--- src/rtl/apb_pkg.sv ---
// apb_pkg: shared APB requester types and constants
package apb_pkg;
  typedef enum logic [1:0] {IDLE, SETUP, ACCESS, RESP} apb_state_e;
  localparam logic [2:0] PPROT_DEFAULT = 3'b000;
  localparam int APB_AW = 32;
  localparam int APB_DW = 32;
  localparam int APB_SW = 4;
  typedef struct packed {
    logic              write;
    logic [APB_AW-1:0] addr;
    logic [APB_DW-1:0] wdata;
    logic [APB_SW-1:0] strb;
  } apb_cmd_t;
  typedef struct packed {
    logic [APB_DW-1:0] rdata;
    logic              err;
    logic              timeout;
  } apb_rsp_t;
endpackage

--- src/rtl/apb_timeout_ctr.sv ---
// apb_timeout_ctr: ACCESS wait-state counter flagging the timeout threshold
module apb_timeout_ctr #(
  parameter int TIMEOUT = 256
) (
  input  logic clk,
  input  logic rst_n,
  input  logic clr,
  input  logic en,
  output logic expired
);
  localparam int CW = TIMEOUT > 1 ? $clog2(TIMEOUT) : 1;
  logic [CW-1:0] cnt_q, cnt_d;
  always_comb cnt_d = clr ? '0 : en ? cnt_q + 1'b1 : cnt_q;
  always_ff @(posedge clk or negedge rst_n)
    if (!rst_n) cnt_q <= '0;
    else cnt_q <= cnt_d;
  assign expired = (TIMEOUT != 0) && (32'(cnt_q) == 32'(TIMEOUT - 1));
endmodule

--- src/rtl/apb_requester.sv ---
// apb_requester: APB4 requester with PSEL decode, decode-error and wait-state timeout
module apb_requester
  import apb_pkg::*;
#(
  parameter int AW      = 32,
  parameter int DW      = 32,
  parameter int SW      = 4,
  parameter int NSLV    = 2,
  parameter int SEL_LSB = 12,
  parameter int TIMEOUT = 256
) (
  input  logic            PCLK,
  input  logic            PRESETn,
  input  logic            cmd_valid,
  output logic            cmd_ready,
  input  logic            cmd_write,
  input  logic [AW-1:0]   cmd_addr,
  input  logic [DW-1:0]   cmd_wdata,
  input  logic [SW-1:0]   cmd_strb,
  output logic            rsp_valid,
  input  logic            rsp_ready,
  output logic [DW-1:0]   rsp_rdata,
  output logic            rsp_err,
  output logic            rsp_timeout,
  output logic [AW-1:0]   PADDR,
  output logic [NSLV-1:0] PSEL,
  output logic            PENABLE,
  output logic            PWRITE,
  output logic [DW-1:0]   PWDATA,
  output logic [SW-1:0]   PSTRB,
  output logic [2:0]      PPROT,
  output logic            PNSE,
  input  logic            PREADY,
  input  logic [DW-1:0]   PRDATA,
  input  logic            PSLVERR
);
  localparam int IDXW = AW - SEL_LSB;
  apb_state_e state_q, state_d;
  logic [NSLV-1:0] psel_q, psel_d, sel_oh;
  logic penable_q, penable_d, pwrite_q, pwrite_d, cmd_ready_q, cmd_ready_d;
  logic rsp_valid_q, rsp_valid_d, rsp_err_q, rsp_err_d, rsp_timeout_q, rsp_timeout_d;
  logic [AW-1:0] paddr_q, paddr_d;
  logic [DW-1:0] pwdata_q, pwdata_d, rsp_rdata_q, rsp_rdata_d;
  logic [SW-1:0] pstrb_q, pstrb_d;
  logic [IDXW-1:0] idx;
  logic dec_err, expired;
  assign idx = cmd_addr[AW-1:SEL_LSB];
  assign dec_err = idx >= IDXW'(NSLV);
  always_comb
    for (int i = 0; i < NSLV; i++) sel_oh[i] = idx == IDXW'(i);
  apb_timeout_ctr #(.TIMEOUT(TIMEOUT)) u_tmo (
    .clk    (PCLK),
    .rst_n  (PRESETn),
    .clr    (state_q == SETUP),
    .en     (state_q == ACCESS && !PREADY),
    .expired(expired)
  );
  always_comb begin
    state_d = state_q;
    psel_d = psel_q;
    penable_d = penable_q;
    paddr_d = paddr_q;
    pwrite_d = pwrite_q;
    pwdata_d = pwdata_q;
    pstrb_d = pstrb_q;
    rsp_valid_d = rsp_valid_q;
    rsp_rdata_d = rsp_rdata_q;
    rsp_err_d = rsp_err_q;
    rsp_timeout_d = rsp_timeout_q;
    case (state_q)
      IDLE: if (cmd_valid && cmd_ready_q) begin
        paddr_d = cmd_addr;
        pwrite_d = cmd_write;
        pwdata_d = cmd_write ? cmd_wdata : '0;
        pstrb_d = cmd_write ? cmd_strb : '0;
        if (dec_err) begin
          rsp_rdata_d = '0;
          rsp_err_d = 1'b1;
          rsp_timeout_d = 1'b0;
          state_d = RESP;
        end else begin
          psel_d = sel_oh;
          state_d = SETUP;
        end
      end
      SETUP: begin
        penable_d = 1'b1;
        state_d = ACCESS;
      end
      ACCESS: if (PREADY || expired) begin
        psel_d = '0;
        penable_d = 1'b0;
        rsp_valid_d = 1'b1;
        rsp_rdata_d = (PREADY && !pwrite_q && !PSLVERR) ? PRDATA : '0;
        rsp_err_d = !PREADY || PSLVERR;
        rsp_timeout_d = !PREADY;
        state_d = RESP;
      end
      RESP: if (rsp_valid_q && rsp_ready) begin
        rsp_valid_d = 1'b0;
        rsp_timeout_d = 1'b0;
        state_d = IDLE;
      end else begin
        rsp_valid_d = 1'b1;
      end
    endcase
    cmd_ready_d = state_d == IDLE;
  end
  always_ff @(posedge PCLK or negedge PRESETn)
    if (!PRESETn) begin
      state_q <= IDLE;
      psel_q <= '0;
      penable_q <= 1'b0;
      paddr_q <= '0;
      pwrite_q <= 1'b0;
      pwdata_q <= '0;
      pstrb_q <= '0;
      cmd_ready_q <= 1'b0;
      rsp_valid_q <= 1'b0;
      rsp_rdata_q <= '0;
      rsp_err_q <= 1'b0;
      rsp_timeout_q <= 1'b0;
    end else begin
      state_q <= state_d;
      psel_q <= psel_d;
      penable_q <= penable_d;
      paddr_q <= paddr_d;
      pwrite_q <= pwrite_d;
      pwdata_q <= pwdata_d;
      pstrb_q <= pstrb_d;
      cmd_ready_q <= cmd_ready_d;
      rsp_valid_q <= rsp_valid_d;
      rsp_rdata_q <= rsp_rdata_d;
      rsp_err_q <= rsp_err_d;
      rsp_timeout_q <= rsp_timeout_d;
    end
  assign cmd_ready = cmd_ready_q;
  assign rsp_valid = rsp_valid_q;
  assign rsp_rdata = rsp_rdata_q;
  assign rsp_err = rsp_err_q;
  assign rsp_timeout = rsp_timeout_q;
  assign PADDR = paddr_q;
  assign PSEL = psel_q;
  assign PENABLE = penable_q;
  assign PWRITE = pwrite_q;
  assign PWDATA = pwdata_q;
  assign PSTRB = pstrb_q;
  assign PPROT = PPROT_DEFAULT;
  assign PNSE = 1'b0;
endmodule

--- config.mk ---
export PLATFORM = sky130hd
export DESIGN_NAME = apb_requester
export DESIGN_NICKNAME = d
export VERILOG_FILES = /design/src/rtl/apb_pkg.sv /design/src/rtl/apb_timeout_ctr.sv /design/src/rtl/apb_requester.sv
export SDC_FILE = /design/constraint.sdc
export NUM_CORES = 1
export LEC_CHECK = 0
export BUFFER_PORTS_ARGS = -buffer_cell sky130_fd_sc_hd__buf_2
export CAP_MARGIN = 20
export CORE_MARGIN = 2
export CORE_UTILIZATION = 50
export DETAILED_ROUTE_END_ITERATION = 12
export PLACE_DENSITY = 0.85
export SYNTH_ARGS = -nofsm -noshare
export SYNTH_HDL_FRONTEND = slang
export SYNTH_HIERARCHICAL = 1
export SYNTH_SLANG_ARGS = --single-unit
export TNS_END_PERCENT = 10
--- constraint.sdc ---
create_clock -name PCLK -period 3.9 [get_ports PCLK]
set_input_delay 0.39 -clock PCLK [delete_from_list [all_inputs] [get_ports PCLK]]
set_output_delay 0.39 -clock PCLK [all_outputs]
set_load 0.05 [all_outputs]
==> flow_metrics.env <==
export IMPL_netlist_area_leader_share=0.616
export IMPL_drc=0
export IMPL_hold_path_end="PADDR[6]"
export IMPL_die_h_um=102
export IMPL_setup_ws_ns=1.72
export IMPL_cts_sinks=118
export IMPL_drv_slew=0
export IMPL_syn_avg_cell_area_sq_um=12.1
export IMPL_grt_usage=0.243
export IMPL_syn_inst=397
export IMPL_cp_num_buf_inv=0
export IMPL_max_cap_violations=0
export IMPL_clk_latency_ns=0.51
export IMPL_p_leak_uw=0.00363
export IMPL_clockPowerShare=0.245
export IMPL_cts_root_buf="clkbuf_8"
export IMPL_hpwl_mm=8.57
export IMPL_critPathSlowestCell="or4_1"
export IMPL_swShare=0.474
export IMPL_status="finished, final reports clean"
export IMPL_path_clk_slew_ns=0.06
export IMPL_rows=35
export IMPL_yosysUniqueCellTypes=47
export IMPL_die_area_sq_um=10400
export IMPL_coreArea_sq_um=9280
export IMPL_reg2reg_setup_slack_ns=1.72
export IMPL_vias=3944
export IMPL_finalSetupTns_ns=0
export IMPL_ant_nets=0
export IMPL_netlist_area_sq_um=4800
export IMPL_final_cell_mix="213 x buf_2, 118 x dfrtp_1, 81 x nand2_1"
export IMPL_seq_power_share=0.306
export IMPL_ys_seq_elements=118
export IMPL_power_total_uw=6690
export IMPL_holdPathStages=2
export IMPL_r2r_start="state_q[1]"
export IMPL_grt_pass1_vias=4066
export IMPL_min_period_ns=2.18
export IMPL_postCtsSetupRepairBufs=0
export IMPL_timing_hold_violations_final=0
export IMPL_ys_seq_area_frac=0.616
export IMPL_num_nets_final=718
export IMPL_drtPass1Iterations=4
export IMPL_synth_area_leaders="dfrtp_1 62%, nand2_1 6.3%, mux2_1 5.9%"
export IMPL_fin_crit_sh=0.560
export IMPL_slowest_delay_ns=0.64
export IMPL_n_fill_cell=657
export IMPL_pin_count=219
export IMPL_vias_per_cell=5.24
export IMPL_cts_max_path_buffers=2
export IMPL_overflow=0
export IMPL_final_setup_viol_count=0
export IMPL_diodes=0
export IMPL_htreeDepth=4
export IMPL_drive_gt1_frac=0.440
export IMPL_ir_worst_vdd_v=0.000636
export IMPL_pre_cts_ws_ns=1.64
export IMPL_grt_antenna_before_repair=0
export IMPL_clock_fmax_ghz=0.458
export IMPL_crit_chain="nor2_2 > nand3_2 > or4_1 > nand3_1"
export IMPL_grt_pass1_wl_mm=19.5
export IMPL_p_per_area_nw_per_um2=1020
export IMPL_gp_congestion=0.805
export IMPL_end_kind="register"
export IMPL_layout_commonest_cell="buf_2"
export IMPL_critPathKind="register to register"
export IMPL_cp_max_fo=37
export IMPL_yosysWarnings=6
export IMPL_required_ns=4.34
export IMPL_rr_worst_depth=4
export IMPL_yosysTopAreaCell="dfrtp_1"
export IMPL_p_sw_uw=3170
export IMPL_timing_rr_end="PSEL[0]"
export IMPL_comb_power_share=0.449
export IMPL_cts_tree="done"
export IMPL_fin_skew_ns=0.00856
export IMPL_syn2layout_area_growth_pct=37.0
export IMPL_numPortBuffers=214
export IMPL_hp_start="cmd_addr[6]"
export IMPL_maxSlewHeadroom=0.491
export IMPL_hold_path_class="primary input to register"
export IMPL_start_util=0.517
export IMPL_intPower_uw=3520
export IMPL_wire_per_inst_um=16.6
export IMPL_worst_ep_arrival_time_ns=2.63
export IMPL_drt_iter0_drc=148
export IMPL_numCtsBuffers=17
export IMPL_crit_family="simple AND/OR/NAND/NOR gates"
export IMPL_die_w_um=102
export IMPL_whs_ns=0.0895
export IMPL_startpoint_type="register"
export IMPL_grt_setup_unrepaired="no"
export IMPL_worst_slew_pin_slew_ns=0.761
export IMPL_grt_max_degree=62
export IMPL_drt_total_wl_mm=12.5
-- power by group through the flow --
stage / clock network, uW / registers (uW) / logic (uW)
after floorplan: 0 / 3690 / 602
after global placement: 0 / 2030 / 2920
after detailed placement: 0 / 2040 / 2990
after CTS: 1660 / 2040 / 3010
after global routing: 1720 / 2100 / 3150
final: 1640 / 2050 / 3000
-- routing by layer --
metal  GRT usage  routed length [um]  vias up
met4      0.0851                 172        0
li1            -                   -     1811
met1       0.276                4740     1938
met2       0.433                6510      179
met5           0                   0        -
met3      0.0773                1040       16
-- how the worst max path moves through the flow --
stage / start / end / slack (ns) / cells after the start
2_1_floorplan: u_tmo/cnt_q[0] / rsp_rdata[0] / 2.14 / 8
3_3_place_gp: state_q[0] / rsp_rdata[29] / 1.75 / 4
3_5_place_dp: state_q[0] / rsp_rdata[21] / 1.64 / 4
4_1_cts: state_q[0] / rsp_rdata[20] / 1.60 / 4
5_1_grt: state_q[1] / PSEL[0] / 1.57 / 4
6_report: state_q[1] / PSEL[0] / 1.72 / 4
-- cell families (layout without fill, tap and decap cells) --
| kind of cell | after synthesis | in the layout | share of synthesized area |
|---|---|---|---|
| compound gates | 51 | 51 | 0.0871 |
| fa+ha+maj | 1 | 1 | 0.00261 |
| xor+xnor | 4 | 4 | 0.00731 |
| simple gates | 157 | 157 | 0.164 |
| mux | 35 | 35 | 0.0817 |
| flops | 118 | 118 | 0.616 |
| buf+inv | 30 | 253 | 0.0412 |
| other cells | 1 | 4 | 0.000782 |
-- Yosys cell counts, drive strengths merged --
master  count
a211o       1
a21boi      1
a21o        1
a21oi       5
a22o       32
a311o       1
buf        22
clkbuf      6
conb        1
dfrtp     118
ha          1
inv         2
mux2       33
mux2i       2
nand2      82
nand2b      1
nand3      44
nand3b      1
nand4       5
nor2        9
nor2b       2
nor3        3
nor3b       1
nor4        4
nor4bb      1
o211ai      1
o21a        1
o21ai       4
o21bai      2
o22a        1
o31a        1
or3         3
or4         1
xnor2       1
xor2        3
-- per-stage QoR --
stage          area (sq um)  instances   util
4_1_cts                6550        751  0.705
5_1_grt                6570        752  0.708
3_5_place_dp           5900        718  0.636
3_3_place_gp           5900        718  0.636
2_1_floorplan          4810        400      -
6_report               6570        752  0.708
-- final cells by class --
class	count	area, sq um	share of cell area
multi-input combinational	252	1670	0.255
timing repair buffer	219	1150	0.174
clock buffer	20	455	0.0693
sequential	118	2950	0.449
inverter	2	7.51	0.00114
tap	129	161	0.0246
clock inverter	12	175	0.0267
-- timing repair --
action	CTS	global route
endpoints found under the hold margin	57	0
hold buffers	1	0
gates resized for setup	0	0
-- flip-flops by register name (all words and copies together) (netlist names), 2 cells and up --
name	count
PADDR	32
PWDATA	32
rsp_rdata	32
u_tmo/cnt_q	8
PSTRB	4
PSEL	2
state_q	2
(Power assumes the default switching activity.)
